<file path="config.mk">
export PLATFORM = sky130hd
export DESIGN_NAME = alu_exec_unit
export DESIGN_NICKNAME = d
export VERILOG_FILES = /design/src/rtl/alu_exec_unit.sv
export SDC_FILE = /design/constraint.sdc
export NUM_CORES = 1
export LEC_CHECK = 0
export ABC_AREA = 1
export CAP_MARGIN = 30
export CORE_ASPECT_RATIO = 0.75
export CORE_UTILIZATION = 60
export CTS_CLUSTER_DIAMETER = 60
export CTS_CLUSTER_SIZE = 16
export DETAILED_ROUTE_END_ITERATION = 7
export DONT_BUFFER_PORTS = 1
export PLACE_DENSITY_LB_ADDON = 0.08
export SYNTH_ARGS = -nofsm -noshare
export SYNTH_HDL_FRONTEND = slang
export SYNTH_SLANG_ARGS = --single-unit
</file>
<file path="constraint.sdc">
create_clock -name clk -period 2.4 [get_ports clk]
set_clock_uncertainty 0.2 [all_clocks]
set_input_delay 0.6 -clock clk [delete_from_list [all_inputs] [get_ports clk]]
set_output_delay 0.6 -clock clk [all_outputs]
set_load 0.005 [all_outputs]
</file>
<file path="src/rtl/alu_exec_unit.sv">
// rtl/alu_exec_unit.sv - execute-stage ALU with valid/ready handshake; ALU_FAST_SHIFT_EN selects barrel shifts
module alu_exec_unit #(
  parameter int XLEN = 32
) (
  input  logic            clk,
  input  logic            rst_n,
  input  logic            in_valid,
  output logic            in_ready,
  input  logic [3:0]      alu_ctrl,
  input  logic [XLEN-1:0] op_a,
  input  logic [XLEN-1:0] op_b,
  output logic            out_valid,
  input  logic            out_ready,
  output logic [XLEN-1:0] result,
  output logic            zero,
  output logic            busy
);

  localparam int SHW = $clog2(XLEN);

  localparam logic [3:0] OP_ADD  = 4'd0;
  localparam logic [3:0] OP_SUB  = 4'd1;
  localparam logic [3:0] OP_SLL  = 4'd2;
  localparam logic [3:0] OP_SLT  = 4'd3;
  localparam logic [3:0] OP_SLTU = 4'd4;
  localparam logic [3:0] OP_XOR  = 4'd5;
  localparam logic [3:0] OP_SRL  = 4'd6;
  localparam logic [3:0] OP_SRA  = 4'd7;
  localparam logic [3:0] OP_OR   = 4'd8;
  localparam logic [3:0] OP_AND  = 4'd9;

  typedef enum logic [1:0] {
    S_IDLE  = 2'd0,
    S_SHIFT = 2'd1,
    S_DONE  = 2'd2
  } state_t;

  state_t          state;
  state_t          state_nxt;
  logic [SHW-1:0]  shamt;
  logic [XLEN-1:0] comb_res;
  logic [XLEN-1:0] res_d;
  logic            load_res;

  assign shamt = op_b[SHW-1:0];

`ifndef ALU_FAST_SHIFT_EN
  localparam logic [1:0] K_SLL = 2'd0;
  localparam logic [1:0] K_SRL = 2'd1;
  localparam logic [1:0] K_SRA = 2'd2;

  logic [XLEN-1:0] work;
  logic [XLEN-1:0] work_step;
  logic [SHW-1:0]  cnt;
  logic [1:0]      sh_kind;
  logic            is_shift;
  logic            load_sh;

  assign is_shift = (alu_ctrl == OP_SLL) || (alu_ctrl == OP_SRL) || (alu_ctrl == OP_SRA);

  // One-bit step of the iterative shifter; SRA replicates the current MSB
  always_comb begin
    work_step = {1'b0, work[XLEN-1:1]};
    case (sh_kind)
      K_SLL:   work_step = {work[XLEN-2:0], 1'b0};
      K_SRA:   work_step = {work[XLEN-1], work[XLEN-1:1]};
      default: work_step = {1'b0, work[XLEN-1:1]};
    endcase
  end
`endif

  // Single-cycle datapath for everything except the iterative shifts
  always_comb begin
    comb_res = '0;
    case (alu_ctrl)
      OP_ADD:  comb_res = op_a + op_b;
      OP_SUB:  comb_res = op_a - op_b;
      OP_SLT:  comb_res = {{(XLEN-1){1'b0}}, ($signed(op_a) < $signed(op_b))};
      OP_SLTU: comb_res = {{(XLEN-1){1'b0}}, (op_a < op_b)};
      OP_XOR:  comb_res = op_a ^ op_b;
      OP_OR:   comb_res = op_a | op_b;
      OP_AND:  comb_res = op_a & op_b;
`ifdef ALU_FAST_SHIFT_EN
      OP_SLL:  comb_res = op_a << shamt;
      OP_SRL:  comb_res = op_a >> shamt;
      OP_SRA:  comb_res = $signed(op_a) >>> shamt;
`endif
      default: comb_res = '0;
    endcase
  end

  // Next-state, handshake outputs and datapath load strobes
  always_comb begin
    state_nxt = state;
    in_ready  = 1'b0;
    out_valid = 1'b0;
    busy      = 1'b0;
    load_res  = 1'b0;
    res_d     = comb_res;
`ifndef ALU_FAST_SHIFT_EN
    load_sh   = 1'b0;
`endif
    case (state)
      S_IDLE: in_ready = 1'b1;
      S_DONE: begin
        out_valid = 1'b1;
        in_ready  = out_ready;
        if (out_ready) state_nxt = S_IDLE;
      end
`ifndef ALU_FAST_SHIFT_EN
      S_SHIFT: begin
        busy = 1'b1;
        if (cnt == SHW'(1)) begin
          state_nxt = S_DONE;
          load_res  = 1'b1;
          res_d     = work_step;
        end
      end
`endif
      default: state_nxt = S_IDLE;
    endcase
    // A new op overrides the DONE->IDLE exit so back-to-back issue works
    if (in_valid && in_ready) begin
`ifndef ALU_FAST_SHIFT_EN
      load_sh = is_shift;
      if (is_shift && (shamt != '0)) begin
        state_nxt = S_SHIFT;
      end else begin
        state_nxt = S_DONE;
        load_res  = 1'b1;
        res_d     = is_shift ? op_a : comb_res;
      end
`else
      state_nxt = S_DONE;
      load_res  = 1'b1;
      res_d     = comb_res;
`endif
    end
  end

  // State register
  always_ff @(posedge clk or negedge rst_n) begin
    if (!rst_n) state <= S_IDLE;
    else        state <= state_nxt;
  end

  // Result and zero flag, stable while waiting for out_ready
  always_ff @(posedge clk or negedge rst_n) begin
    if (!rst_n) begin
      result <= '0;
      zero   <= 1'b1;
    end else if (load_res) begin
      result <= res_d;
      zero   <= (res_d == '0);
    end
  end

`ifndef ALU_FAST_SHIFT_EN
  // Working register and down-counter of the iterative shifter
  always_ff @(posedge clk or negedge rst_n) begin
    if (!rst_n) begin
      work    <= '0;
      cnt     <= '0;
      sh_kind <= K_SLL;
    end else if (load_sh) begin
      work    <= op_a;
      cnt     <= shamt;
      sh_kind <= (alu_ctrl == OP_SLL) ? K_SLL : ((alu_ctrl == OP_SRL) ? K_SRL : K_SRA);
    end else if (state == S_SHIFT) begin
      work <= work_step;
      cnt  <= cnt - SHW'(1);
    end
  end
`endif

endmodule

</file>
==> results.json, run 1 <==
{
  "syn_inst": 1895,
  "error": "[ERROR GRT-0232] Routing congestion too high. Check the congestion heatmap in the GUI.",
  "status": "stopped before the end",
  "ys.flop_type": "dfrtp_1",
  "netlist.area_leader.share_pct": 19.49,
  "grt_usage_pct": 85.72,
  "yosysUniqueCellTypes": 47,
  "synth_async_sr_flop_share_pct": 100.0,
  "chipHeight_um": 119.5,
  "grt_max_degree": 75,
  "hpwl_um": 37650,
  "grt_overflow": 189,
  "ys.warnings.count": 0,
  "syn-num-nets": 2074,
  "die_x_um": 158.7,
  "synth-seq-cells": 74,
  "cts_sinks": 74,
  "synth.largest_area_cell": "nand2_1",
  "gp_congestion": 1.068,
  "yosys-top-cells-area": "nand2_1, dfrtp_1, ha_1, inv_1, nand3_1",
  "cts_made_buffers": 9,
  "root_buffer": "clkbuf_16",
  "dp.cells": 2404,
  "postGrtWorstEndpoint": "zero$_DFFE_PN1P_/D",
  "initial_utilization_pct": 62.05,
  "cts_buffer_depth": 2,
  "synth-edff-count": 0,
  "synth.avg_cell_area_um2": 5.833,
  "ios": 108,
  "syn-cell-area_um2": 11050,
  "port_buffers": 0,
  "rows": 42,
  "cts_max_level": 3,
  "haltStage": "global routing (5_1_grt)",
  "worst_endpoint_kind": "register input",
  "synth-seq-area-share_pct": 16.76
}
==> logic make-up after synthesis <==
logic type                 Yosys count  share of synthesized area [%]
DFF                                 74                          16.76
muxes                               17                          1.539
adders and majority gates          107                          12.25
xor gates and xnor gates             5                         0.3962
and+or+nand+nor                   1017                          39.25
buffers and inverters              402                          15.03
AOI/OAI and AO/OA                  273                          14.77
==> what timing repair did <==
item | in CTS
cloned | 0
gates resized for setup | 237
buffers inserted | 35
setup endpoints to repair | 26
endpoints found under the hold margin | 74
pin swaps | 127
==> metrics by stage <==
| step | setup slack, ns | area, um^2 | util (%) | hold WS [ns] |
|---|---|---|---|---|
| detailed placement | -0.9941 | 14140 | 79.39 | 0.1056 |
| floorplan | -0.2827 | 11690 | - | 0.1044 |
| global placement | -1.049 | 14140 | 79.39 | 0.1055 |
| CTS | -0.3098 | 15570 | 87.43 | -0.2490 |
==> cell usage after synthesis, types with 6 or more instances <==
cell type	n
a31oi_1	13
nor3_1	15
nand3_1	177
o21ai_1	9
o221ai_1	34
nor2_2	9
ha_1	105
nand2_2	14
dfrtp_1	73
buf_2	35
mux2i_1	17
inv_1	317
o21ai_0	61
nand3b_1	6
o22ai_1	26
buf_4	17
nor2_1	165
clkbuf_1	12
nand4_1	36
a21oi_1	101
inv_2	12
nand2_1	574
o21bai_1	7
buf_6	6
==> layer usage <==
metal	track usage, %	GRT overflow
met5	31.02	0
met4	91.14	87
met3	75.01	2
met2	99.15	99
met1	84.31	1
==> inputs of run 2 (changes only) <==
CORE_ASPECT_RATIO = not set   (was 0.75)
CORE_UTILIZATION = 40   (was 60)
CTS_CLUSTER_DIAMETER = not set   (was 60)
CTS_CLUSTER_SIZE = not set   (was 16)
PLACE_DENSITY_LB_ADDON = 0.15   (was 0.08)
==> results.json, run 2 <==
{
  "syn-num-nets": 2074,
  "yosys-top-cells-area": "nand2_1, dfrtp_1, ha_1, inv_1, nand3_1",
  "crit_path_end_kind": "flop",
  "synth_common_cells": "nand2_1, inv_1, nand3_1",
  "critPathArrivalTime_ns": 2.96,
  "synth.largest_area_cell": "nand2_1",
  "fin_hold_ws_ns": -0.2498,
  "period_needed_ns": 2.881,
  "syn-cell-area_um2": 11050,
  "chipHeight_um": 168.2,
  "fin_nets": 2547,
  "rows": 60,
  "ys.warnings.count": 0,
  "setup_viol": 21,
  "synth.avg_cell_area_um2": 5.833,
  "grt_usage_pct": 37.16,
  "violations": "negative hold slack, negative setup slack",
  "gp_congestion": 1.057,
  "dieArea_um2": 28300,
  "finalInstanceArea_um2": 18230,
  "cts_tree": "yes",
  "drt_iter0_drc": 1076,
  "synth-seq-area-share_pct": 16.76,
  "critPathMaxStageDelay_ns": 0.30,
  "cp_num_cells": 20,
  "path_clk_slew_ns": 0.06,
  "critPathTopFamily": "simple AND/OR/NAND/NOR gates",
  "slowest_stage": "ha_4",
  "drive_above_1_share_pct": 46.31,
  "final_cell_mix": "buf_4, nand2_1, inv_1",
  "hpwl_um": 43120,
  "r2r_cells": 15,
  "cp_common_cell": "nand2_2",
  "synth_async_sr_flop_share_pct": 100.0,
  "slew_headroom_pct": 69.44,
  "cts_sinks": 74,
  "status": "finished, violations left",
  "final_common_cell": "buf_4",
  "cts_made_buffers": 9,
  "cap_violations": 0,
  "cp_num_buf_inv": 4,
  "first_global_vias": 14517,
  "die_x_um": 168.2,
  "dpl_cell_area_um2": 15320,
  "reg.largest.list": "result (32), work (32), cnt (5)",
  "timing.fmax_ghz": 0.3471,
  "grt_pass1_wl_um": 80200,
  "cts_buffer_depth": 2,
  "viasPerCell": 5.430,
  "grt_overflow": 0,
  "maxSlewViolCount": 0,
  "netlist.area_leader.share_pct": 19.49,
  "port_buffers": 0,
  "syn_inst": 1895,
  "p_leak_uw": 0.009531,
  "drt_wl_total_um": 53640,
  "critPathKind": "input port to flop",
  "initial_utilization_pct": 40.90,
  "synth.most_common_cell": "nand2_1",
  "fillCellCount": 2499,
  "root_buffer": "clkbuf_16",
  "areaGrowthSynthToFinish_pct": 64.91,
  "core-area_um2": 27030,
  "cp.required_ns": 2.48,
  "yosysUniqueCellTypes": 47,
  "synth-seq-cells": 74,
  "powerDensity_nw_per_um2": 510.6,
  "ir_worst_vdd_mv": 0.6124,
  "ant_nets": 0,
  "rsz0062_at_grt": "yes",
  "clk_latency_ns": 0.34,
  "layout_setup_ws_ns": -0.4814,
  "cts_max_level": 3,
  "cp_max_fo": 4,
  "antennaDiodeCount": 0,
  "hold_path.class": "input port to asynchronous set/reset pin",
  "routedWlPerCell_um": 19.76,
  "hold_violations": 74,
  "grt_max_degree": 75,
  "antenna_found_initial": 0,
  "synth-edff-count": 0,
  "drt_first_pass_iters": 7,
  "ys.flop_type": "dfrtp_1",
  "tightest_slew_ns": 0.4585,
  "period_share_pct": 120.1,
  "path_cells": "inv_2, ha_4, nand2_2, buf_4, nor2_1, buf_4, nand2_1, inv_1, nand2_2, nand2_2, nand2_1, nand3_1, nand3_2, a21oi_2, nand3_1, nor2_2, nand2_2, nor3_4, nand3_1, nand2_1",
  "crit_path_start_kind": "input port",
  "vias": 14736,
  "ios": 108,
  "drc": 0
}
==> run 2: cell counts after synthesis <==
Identical to the previous run, type by type.
==> run 2: final timing paths <==
check | slack (ns) | startpoint | to
min in group clk | 0.22 | op_a[5] | work[5]
worst max-delay path | -0.48 | op_b[6] | zero
worst min register to register | 0.30 | work[10] | work[10]
worst min-delay path | -0.25 | rst_n | result[31]
max in group asynchronous | 2.06 | rst_n | zero
worst max register to register | -0.29 | cnt[1] | zero
==> run 2: what timing repair did <==
| item | 4_1_cts | 5_1_grt |
|---|---|---|
| resized for setup | 387 | 178 |
| buffers inserted | 51 | 19 |
| endpoints found under the hold margin | 74 | 74 |
| setup endpoints to repair | 26 | 27 |
| pin swaps | 139 | 109 |
==> run 2: kinds of logic after synthesis <==
logic type	share of synthesized area [%]
AO/OA/AOI/OAI	14.77
adder cells (fa/ha/maj)	12.25
AND/OR/NAND/NOR	39.25
flip-flops	16.76
buffers and inverters	15.03
XOR/XNOR	0.3962
multiplexers	1.539
==> run 2: layout make-up <==
cell class,count,area [um^2],share of cell area (%)
multi-input combinational,1419,9827,53.91
timing repair buffer,534,4399,24.14
sequential,74,1853,10.17
inverter,330,1378,7.558
tap,341,426.7,2.341
clock buffer,10,229.0,1.256
clock inverter,6,115.1,0.6315
==> run 2: worst reg2reg max path, delay by kind of cell, from the launching register on <==
kind            cells  cell delay (ns)
simple gates        9             1.12
buf+inv             3             0.43
flops               1             0.38
compound gates      2             0.35
fa+ha+maj           1             0.15
==> run 2: per-layer routing <==
metal  routed length, um  global-route usage, %
met2               25440                  64.08
met1               21760                  44.97
met3                2847                  4.184
met4                3588                  20.83
met5                   0                      0
==> run 2: where the power goes <==
part	total (uW)	internal [uW]	switching, uW	leakage, uW
clock	1580	1020	558	0.000163
sequential	2200	1770	430	0.000922
combinational	5530	2500	3030	0.00845
total	9310	5290	4020	0.00953
==> run 2: per-stage QoR <==
step / worst slack, ns / TNS, ns / utilization (%) / std cells / total power [uW]
6_report: -0.4814 / -3.789 / 67.44 / 2714 / 9307
5_1_grt: -0.6048 / -6.202 / 67.44 / 2714 / 9898
4_1_cts: -0.4843 / -2.587 / 64.44 / 2699 / 8894
3_5_place_dp: -1.145 / -18.92 / 56.70 / 2635 / 6785
3_3_place_gp: -1.075 / -18.18 / 56.70 / 2635 / 6724
2_1_floorplan: -0.2827 / -0.8076 / - / 1895 / 4796
No activity file was read; power rests on OpenSTA's default activity.
